[config.mk]
export PLATFORM = sky130hd
export DESIGN_NAME = player_input
export DESIGN_NICKNAME = d
export VERILOG_FILES = /design/src/rtl/player_input.sv
export SDC_FILE = /design/constraint.sdc
export NUM_CORES = 1
export LEC_CHECK = 0
export CAP_MARGIN = 20
export CELL_PAD_IN_SITES_DETAIL_PLACEMENT = 1
export CELL_PAD_IN_SITES_GLOBAL_PLACEMENT = 2
export CORE_UTILIZATION = 25
export CTS_CLUSTER_SIZE = 24
export DETAILED_ROUTE_END_ITERATION = 10
export GPL_TIMING_DRIVEN = 0
export PLACE_DENSITY_LB_ADDON = 0.1
export SYNTH_ARGS = -nofsm -noshare
export SYNTH_HDL_FRONTEND = slang
export SYNTH_SLANG_ARGS = --single-unit
[constraint.sdc]
create_clock -name clk -period 2.2 [get_ports clk]
set_input_delay 0.22 -clock clk [delete_from_list [all_inputs] [get_ports clk]]
set_output_delay 0.22 -clock clk [all_outputs]
set_load 0.01 [all_outputs]
[src/rtl/player_input.sv]
// player_input: per-player keycode decoder, frame-tick aligner and bomb charge/fire/cooldown FSM.
// Define PLAYER_INPUT_AUTOREPEAT_EN to add auto-repeat press pulses for movement and aim actions.
module player_input #(
  parameter int unsigned CHARGE_W        = 6,
  parameter int unsigned MAX_CHARGE      = 63,
  parameter int unsigned COOLDOWN_FRAMES = 30,
  parameter int unsigned REPEAT_DELAY    = 20,
  parameter int unsigned REPEAT_PERIOD   = 4
) (
  input  logic                clk,
  input  logic                reset_n,
  input  logic                frame_clk,
  input  logic [7:0]          keycode,
  input  logic [63:0]         controls,
  output logic [7:0]          held,
  output logic [7:0]          pressed,
  output logic                charging,
  output logic [CHARGE_W-1:0] charge,
  output logic                fire_valid,
  output logic [CHARGE_W-1:0] fire_power,
  input  logic                fire_ready,
  output logic                cooldown
);

  localparam int unsigned FIRE_IDX = 1;
  localparam int unsigned CNT_W    = (COOLDOWN_FRAMES > 0) ? $clog2(COOLDOWN_FRAMES + 1) : 1;

  // Reject parameter sets the datapath cannot represent.
  if ((MAX_CHARGE > (1 << CHARGE_W) - 1) || (REPEAT_PERIOD == 0) || (REPEAT_DELAY > 1024)) begin : g_bad_params
    $error("player_input: invalid parameter set");
  end

  typedef enum logic [1:0] {
    S_IDLE     = 2'd0,
    S_CHARGE   = 2'd1,
    S_FIRE     = 2'd2,
    S_COOLDOWN = 2'd3
  } state_t;

  logic [2:0]          sync_q;
  logic                tick;
  logic [7:0]          raw;
  logic [7:0]          pressed_d;
  logic                fire_edge;
  state_t              state_q, state_d;
  logic [CHARGE_W-1:0] charge_q, charge_d;
  logic [CHARGE_W-1:0] power_q, power_d;
  logic [CNT_W-1:0]    count_q, count_d;
  logic                fire_valid_d, charging_d, cooldown_d;

  // Two-flop synchronizer plus one delay stage; tick is the registered rising edge.
  always_ff @(posedge clk) begin
    if (!reset_n) begin
      sync_q <= '0;
      tick   <= 1'b0;
    end else begin
      sync_q <= {sync_q[1:0], frame_clk};
      tick   <= sync_q[1] & ~sync_q[2];
    end
  end

  // A zero keycode never matches, even against an empty (zero) slot.
  always_comb begin
    raw = '0;
    for (int i = 0; i < 8; i++) begin
      raw[i] = (keycode != 8'd0) && (keycode == controls[8*i +: 8]);
    end
  end

  assign fire_edge = raw[FIRE_IDX] & ~held[FIRE_IDX];

`ifdef PLAYER_INPUT_AUTOREPEAT_EN
  localparam int unsigned RPT_TOP = REPEAT_DELAY + REPEAT_PERIOD;
  localparam int unsigned RPT_W   = $clog2(RPT_TOP + 1);

  logic [7:2][RPT_W-1:0] rpt_q, rpt_d;

  // Counter holds the held-frame count, folding back into the repeat window after each period.
  always_comb begin
    pressed_d = raw & ~held;
    rpt_d     = '0;
    for (int i = 2; i < 8; i++) begin
      if (!raw[i]) begin
        rpt_d[i] = '0;
      end else if (!held[i]) begin
        rpt_d[i] = RPT_W'(1);
      end else if (rpt_q[i] == RPT_W'(RPT_TOP)) begin
        rpt_d[i] = RPT_W'(REPEAT_DELAY + 1);
      end else begin
        rpt_d[i] = rpt_q[i] + RPT_W'(1);
      end
      if (raw[i] && held[i] && (rpt_d[i] == RPT_W'(REPEAT_DELAY + 1))) begin
        pressed_d[i] = 1'b1;
      end
    end
  end

  always_ff @(posedge clk) begin
    if (!reset_n) begin
      rpt_q <= '0;
    end else if (tick) begin
      rpt_q <= rpt_d;
    end
  end
`else
  assign pressed_d = raw & ~held;
`endif

  always_ff @(posedge clk) begin
    if (!reset_n) begin
      held    <= '0;
      pressed <= '0;
    end else if (tick) begin
      held    <= raw;
      pressed <= pressed_d;
    end
  end

  // State register with datapath and registered status outputs.
  always_ff @(posedge clk) begin
    if (!reset_n) begin
      state_q    <= S_IDLE;
      charge_q   <= '0;
      power_q    <= '0;
      count_q    <= '0;
      fire_valid <= 1'b0;
      charging   <= 1'b0;
      cooldown   <= 1'b0;
    end else begin
      state_q    <= state_d;
      charge_q   <= charge_d;
      power_q    <= power_d;
      count_q    <= count_d;
      fire_valid <= fire_valid_d;
      charging   <= charging_d;
      cooldown   <= cooldown_d;
    end
  end

  // Next state: everything waits for tick except the launch handshake.
  always_comb begin
    state_d  = state_q;
    charge_d = charge_q;
    power_d  = power_q;
    count_d  = count_q;
    case (state_q)
      S_IDLE: begin
        if (tick && fire_edge) begin
          state_d  = S_CHARGE;
          charge_d = CHARGE_W'(1);
        end
      end
      S_CHARGE: begin
        if (tick) begin
          if (raw[FIRE_IDX]) begin
            if (charge_q < CHARGE_W'(MAX_CHARGE)) begin
              charge_d = charge_q + CHARGE_W'(1);
            end
          end else begin
            power_d = charge_q;
            state_d = S_FIRE;
          end
        end
      end
      S_FIRE: begin
        if (fire_valid && fire_ready) begin
          state_d  = S_COOLDOWN;
          count_d  = CNT_W'(COOLDOWN_FRAMES);
          charge_d = '0;
        end
      end
      S_COOLDOWN: begin
        if (tick) begin
          if (count_q <= CNT_W'(1)) begin
            count_d = '0;
            state_d = S_IDLE;
          end else begin
            count_d = count_q - CNT_W'(1);
          end
        end
      end
      default: state_d = S_IDLE;
    endcase
  end

  // Status outputs are decoded from the next state so they register alongside it.
  always_comb begin
    fire_valid_d = 1'b0;
    charging_d   = 1'b0;
    cooldown_d   = 1'b0;
    case (state_d)
      S_CHARGE:   charging_d   = 1'b1;
      S_FIRE:     fire_valid_d = 1'b1;
      S_COOLDOWN: cooldown_d   = 1'b1;
      default:    ;
    endcase
  end

  assign charge     = charge_q;
  assign fire_power = power_q;

endmodule

# == Yosys cells after proc, flatten, opt, wreduce, memory -nomap -nowiden ==
# Index checks and enable logic that the tools add are counted.
# op_classes
n_addsub,2
mul,0
n_div,0
n_lt_le_gt_ge,2
n_eq_ne,20
shifts,0
n_mux,20
n_bitwise,7
reduce_logical,17
# ops
cell,count
8-bit == test,8
6-bit two-way mux,5
6-bit case mux with 3 select lines,1
5-bit two-way mux,3
2-bit two-way mux,6
2-bit inequality test (second input constant),6
1-bit logical AND,10
5-bit case mux with 2 select lines,1
8-bit AND,1
2-bit == test (second input constant),4
8-bit inverter,1
2-bit case mux with 4 select lines,1
8-bit nonzero test,1
6-bit by 1-bit adder with 6-bit output (second input constant),1
6-bit less-than comparator (second input constant),1
3-bit AND reduction,2
6-bit AND reduction,1
5-bit by 1-bit less-or-equal comparator with 1-bit output (second input constant),1
5-bit by 1-bit subtractor with 5-bit output (second input constant),1
2-bit by 1-bit == test with 1-bit output (second input constant),2
1-bit two-way mux,3
1-bit inverter,3
3-bit nonzero test,1
1-bit AND,2
other kinds (2),2
# totals
register_bits,42
latch_bits,0
ramBits,0
rom_bits,0
in_bits,76
output_inout_bits,31
mem_count,0

# == Logic depth before layout (Yosys ltp) ==
# Gate-level depths: netlist of the first run.
# logic_depth
ltp_word,8
depth_mapped,8
ltp_nobuf,7

# == Worst setup path before layout of the first run ==
# OpenSTA, ideal clock, no wires.
# synth_timing
path_kind,input to register
startpoint,input keycode[4]
endpoint,"register charge_q[2], in the netlist charge[2]"
setup_ps,127
arrival_ps,1569
t_required_ps,2073
slack_ps,505
stages,7
n_path_buf,1
path_cell_list,buf_6 > xor2_1 > nor4_2 > nand4_1 > a221o_1 > a31oi_1 > o31ai_1
# synth_via
elab_chain_cells,6
word_cells_on_any_way,8
# synth_rtl
element,line_no,text
"start, declared",13,"input logic [7:0] keycode,"
8-bit == test or 8-bit nonzero test (tied branches),66,raw[i] = (keycode != 8'd0) && (keycode == controls[8*i +: 8]);
1-bit logical AND (*),66,
1-bit AND,70,assign fire_edge = raw[FIRE_IDX] & ~held[FIRE_IDX];
1-bit logical AND,148,if (tick && fire_edge) begin
2-bit inequality test (no line),n/a,
6-bit AND reduction (no line) (*),n/a,
"end signal, assigned",131,charge_q <= charge_d;
"end, declared",46,"logic [CHARGE_W-1:0] charge_q, charge_d;"
# Mark *: on every way between the ends. The rest lies on a longest branch, timed or not.
# A chain may end at the register's enable or synchronous reset.

# == Worst setup path in the final report of the first run ==
# layout_timing
startpoint,input controls[12]
endpoint,"register charge_q[1], in the netlist charge[1]"
# layout_via
elab_chain_cells,6
word_cells_on_any_way,7
# layout_rtl
element,line_no,text
"start, declared",14,"input logic [63:0] controls,"
8-bit == test (*),66,
1-bit logical AND (*),66,
1-bit AND,70,
1-bit logical AND,148,
2-bit inequality test (no line),n/a,
6-bit AND reduction (no line) (*),n/a,
# Marked as above.

==> reports/results.tsv, run 1 <==
metric	value	unit
outcome	finished clean	
Pins Over Slew Limit	0	
Tmin final	1.961	ns
vias in the first global route	2761	
post-DP HPWL	7364	um
largest net degree at the start of global routing	13	
layout net count	503	
core box area	10460	sq um
post-route ant nets	0	
pwr dens	436.8	nW/um^2
Vias/cell	4.800	
syn_area_per_cell	8.651	sq um
CP Launch Type	input port	
CP max stage delay	0.47	ns
via total after detailed routing	2664	
DR WL/cell	16.80	um
buffers inserted by post-CTS timing repair	0	
CTS HTree Levels	2	
Top Ports	107	
Sw Pwr	0.4185	mW
Clk pwr share	36.8	%
Yosys cell types	43	
Non-Filler Instances	555	
ys flop type	dfxtp_1	
worst-margin pin slew	0.6148	ns
Post-Syn Area	2725	sq um
first-pass GRT wire length	14890	um
Max-Slew Margin vs Limit	59.01	%
Leak Pwr	1.328	nW
critical path arrival	2.13	ns
Seq cells post-synth	42	
Num CTS Buffers	5	
Comb pwr share	19.4	%
area share of the largest cell type after synthesis	30.85	%
most instantiated cells after synthesis	56 x xnor2_1, 42 x dfxtp_1, 28 x nor2_1	
Critical-path top delay cell	a221o_1	
yosys warns	0	
Placer Congestion	0.7288	
Critical Path RT	2.36	ns
worst setup path category	input port to flip-flop	
Worst path top cell family by delay	compound AO/OA/AOI/OAI gates	
PortBufs	97	
Worst Hold Class	input port to flip-flop	
CTS Root Cell	clkbuf_8	
Setup Skew	0.006718	ns
async set or reset register ratio after synthesis	0	%
number of detailed-route iterations in the first pass	4	
share of cells above drive strength 1	7.637	%
Seq/Total Area, Yosys	30.85	%
chip height	106.4	um
sequential share of power	43.8	%
Layout Utilization	38.17	%
initial antenna violation count	0	
Setup violations, final	0	
clock tree buffer depth	2	
CP Capture Type	flip-flop	
Residual DRC	0	
Rows	37	
final hold violation count	0	
RSZ-0062 raised after global routing	false	
number of synthesized flops with an enable pin	0	
die area	11320	sq um
Starting Density	26.05	%
FMAX	0.5098	GHz
n_diodes	0	
Crit Path Max Fanout	7	
clock slew seen by the registers of the worst setup and hold paths	0.08	ns
drt initial violations	68	
Post-Synthesis Cells	315	
maximum VDD drop	0.2483	mV
Die X	106.4	um
Area Overhead vs Synth	46.56	%
CP cell instances	clkdlybuf4s50_1 -> xor2_1 -> nor4_2 -> nand4_1 -> a221o_1 -> a21oi_2 -> o32ai_2	
GRT Overall Usage	17.28	%
count leader, synth	xnor2_1	
Routed WL	9326	um
internal power	1.326	mW
Sw Share	23.99	%
CTS tree	yes	
max cap viols	0	
placed cells	548	
top cells by area, synth	dfxtp_1 31%, xnor2_1 18%, nand4_1 3.9%	
area leader, netlist	dfxtp_1	
fin crit share	89.15	%
clk sinks	42	
grt ovf	0	
clk_lat worst skew	0.30	ns
Post-Syn Nets	399	
CP bufs+invs	1	
[power by group through the flow]
stage / combinational, mW / clock, mW / sequential (mW)
after CTS: 0.344 / 0.667 / 0.764
after floorplan: 0.171 / 0 / 0.781
after detailed placement: 0.343 / 0 / 0.782
final: 0.338 / 0.643 / 0.764
after global routing: 0.367 / 0.706 / 0.765
after global placement: 0.338 / 0 / 0.782
[cell families after synthesis]
logic type / after synthesis / share of synthesized area, %
flops: 42 / 30.85
buf+inv: 34 / 6.519
mux: 7 / 2.617
xor+xnor: 64 / 20.57
simple gates: 105 / 20.48
fa+ha+maj: 8 / 3.673
compound gates: 55 / 15.29
[tightest hold or removal path, cell delays in order]
cell	delay, ns
clkbuf_1	0.18
nand2_1	0.15
inv_1	0.04
[placed cells by master, fill, tap and decap left out, drive strengths merged, types with 6 or more instances in the layout]
master         Yosys  layout
a21oi             16      16
nor4              10      10
and2              12      12
clkdlybuf4s50      0      97
nand3              6       6
clkbuf             9      15
dfxtp             42      42
buf                9       9
a31oi              9       9
xor2               8       8
o32ai              8       8
mux2i              6       6
nand2             16      16
inv               16      16
xnor2             56      56
nand4             17      17
ha                 8       8
nor2              29      29
[per-stage QoR]
step                hold slack [ns]  cell area, sq um  total power, mW  worst slack [ns]  setup TNS (ns)
floorplan                    0.3473              2725           0.9519            0.5047               0
global placement             0.3757              3866            1.119           -0.2193          -1.023
detailed placement           0.3830              3866            1.125           -0.2151          -1.281
CTS                          0.3474              3980            1.775           0.07663               0
global route                 0.3845              3994            1.838           0.08316               0
finish                       0.3420              3994            1.745            0.2386               0
[final timing paths]
kind / startpoint / endpoint / slack (ns) / cells past startpoint
max: controls[12] / charge[1]$_SDFFE_PN0P_ / 0.24 / 7
max reg2reg: state_q[0]$_SDFF_PN0_ / count_q[4]$_SDFFE_PN0P_ / 0.26 / 7
min: reset_n / state_q[0]$_SDFF_PN0_ / 0.34 / 3
min reg2reg: sync_q[2]$_SDFF_PN0_ / tick$_SDFF_PN0_ / 0.39 / 1
[registers in the layout (all words and copies together) (netlist names)]
| register | cells |
|---|---|
| fire_power | 6 |
| charging | 1 |
| fire_valid | 1 |
| held | 8 |
| tick | 1 |
| charge | 6 |
| count_q | 5 |
| sync_q | 3 |
| cooldown | 1 |
| pressed | 8 |
| state_q | 2 |
[layout make-up]
class / count / area [sq um]
buffer: 18 / 120.1
multi-input combinational: 239 / 1719
clock inverter: 1 / 30.03
fill: 1281 / 6469
sequential: 42 / 840.8
timing repair buffer: 97 / 970.9
clock buffer: 6 / 82.58
tap: 136 / 170.2
inverter: 16 / 60.06
[timing repair]
| action | 4_1_cts | 5_1_grt |
|---|---|---|
| hold buffers | 0 | 0 |
| gates resized for setup | 1 | 4 |
| endpoints found under the setup margin | 10 | 2 |
[metal layers]
layer	vias up	global-route usage (%)	wire length, um
li1	1311	-	-
met1	1293	21.56	4359
met2	56	29.73	4467
met3	4	4.108	421
met4	0	4.167	78
met5	-	0	0
(Power assumes the default switching activity.)
==> run 2, diff against run 1 <==
TNS_END_PERCENT = 20   (was unset)
==> results of run 2 <==
No change in the layout: final DEF, timing and power equal those of run 1.
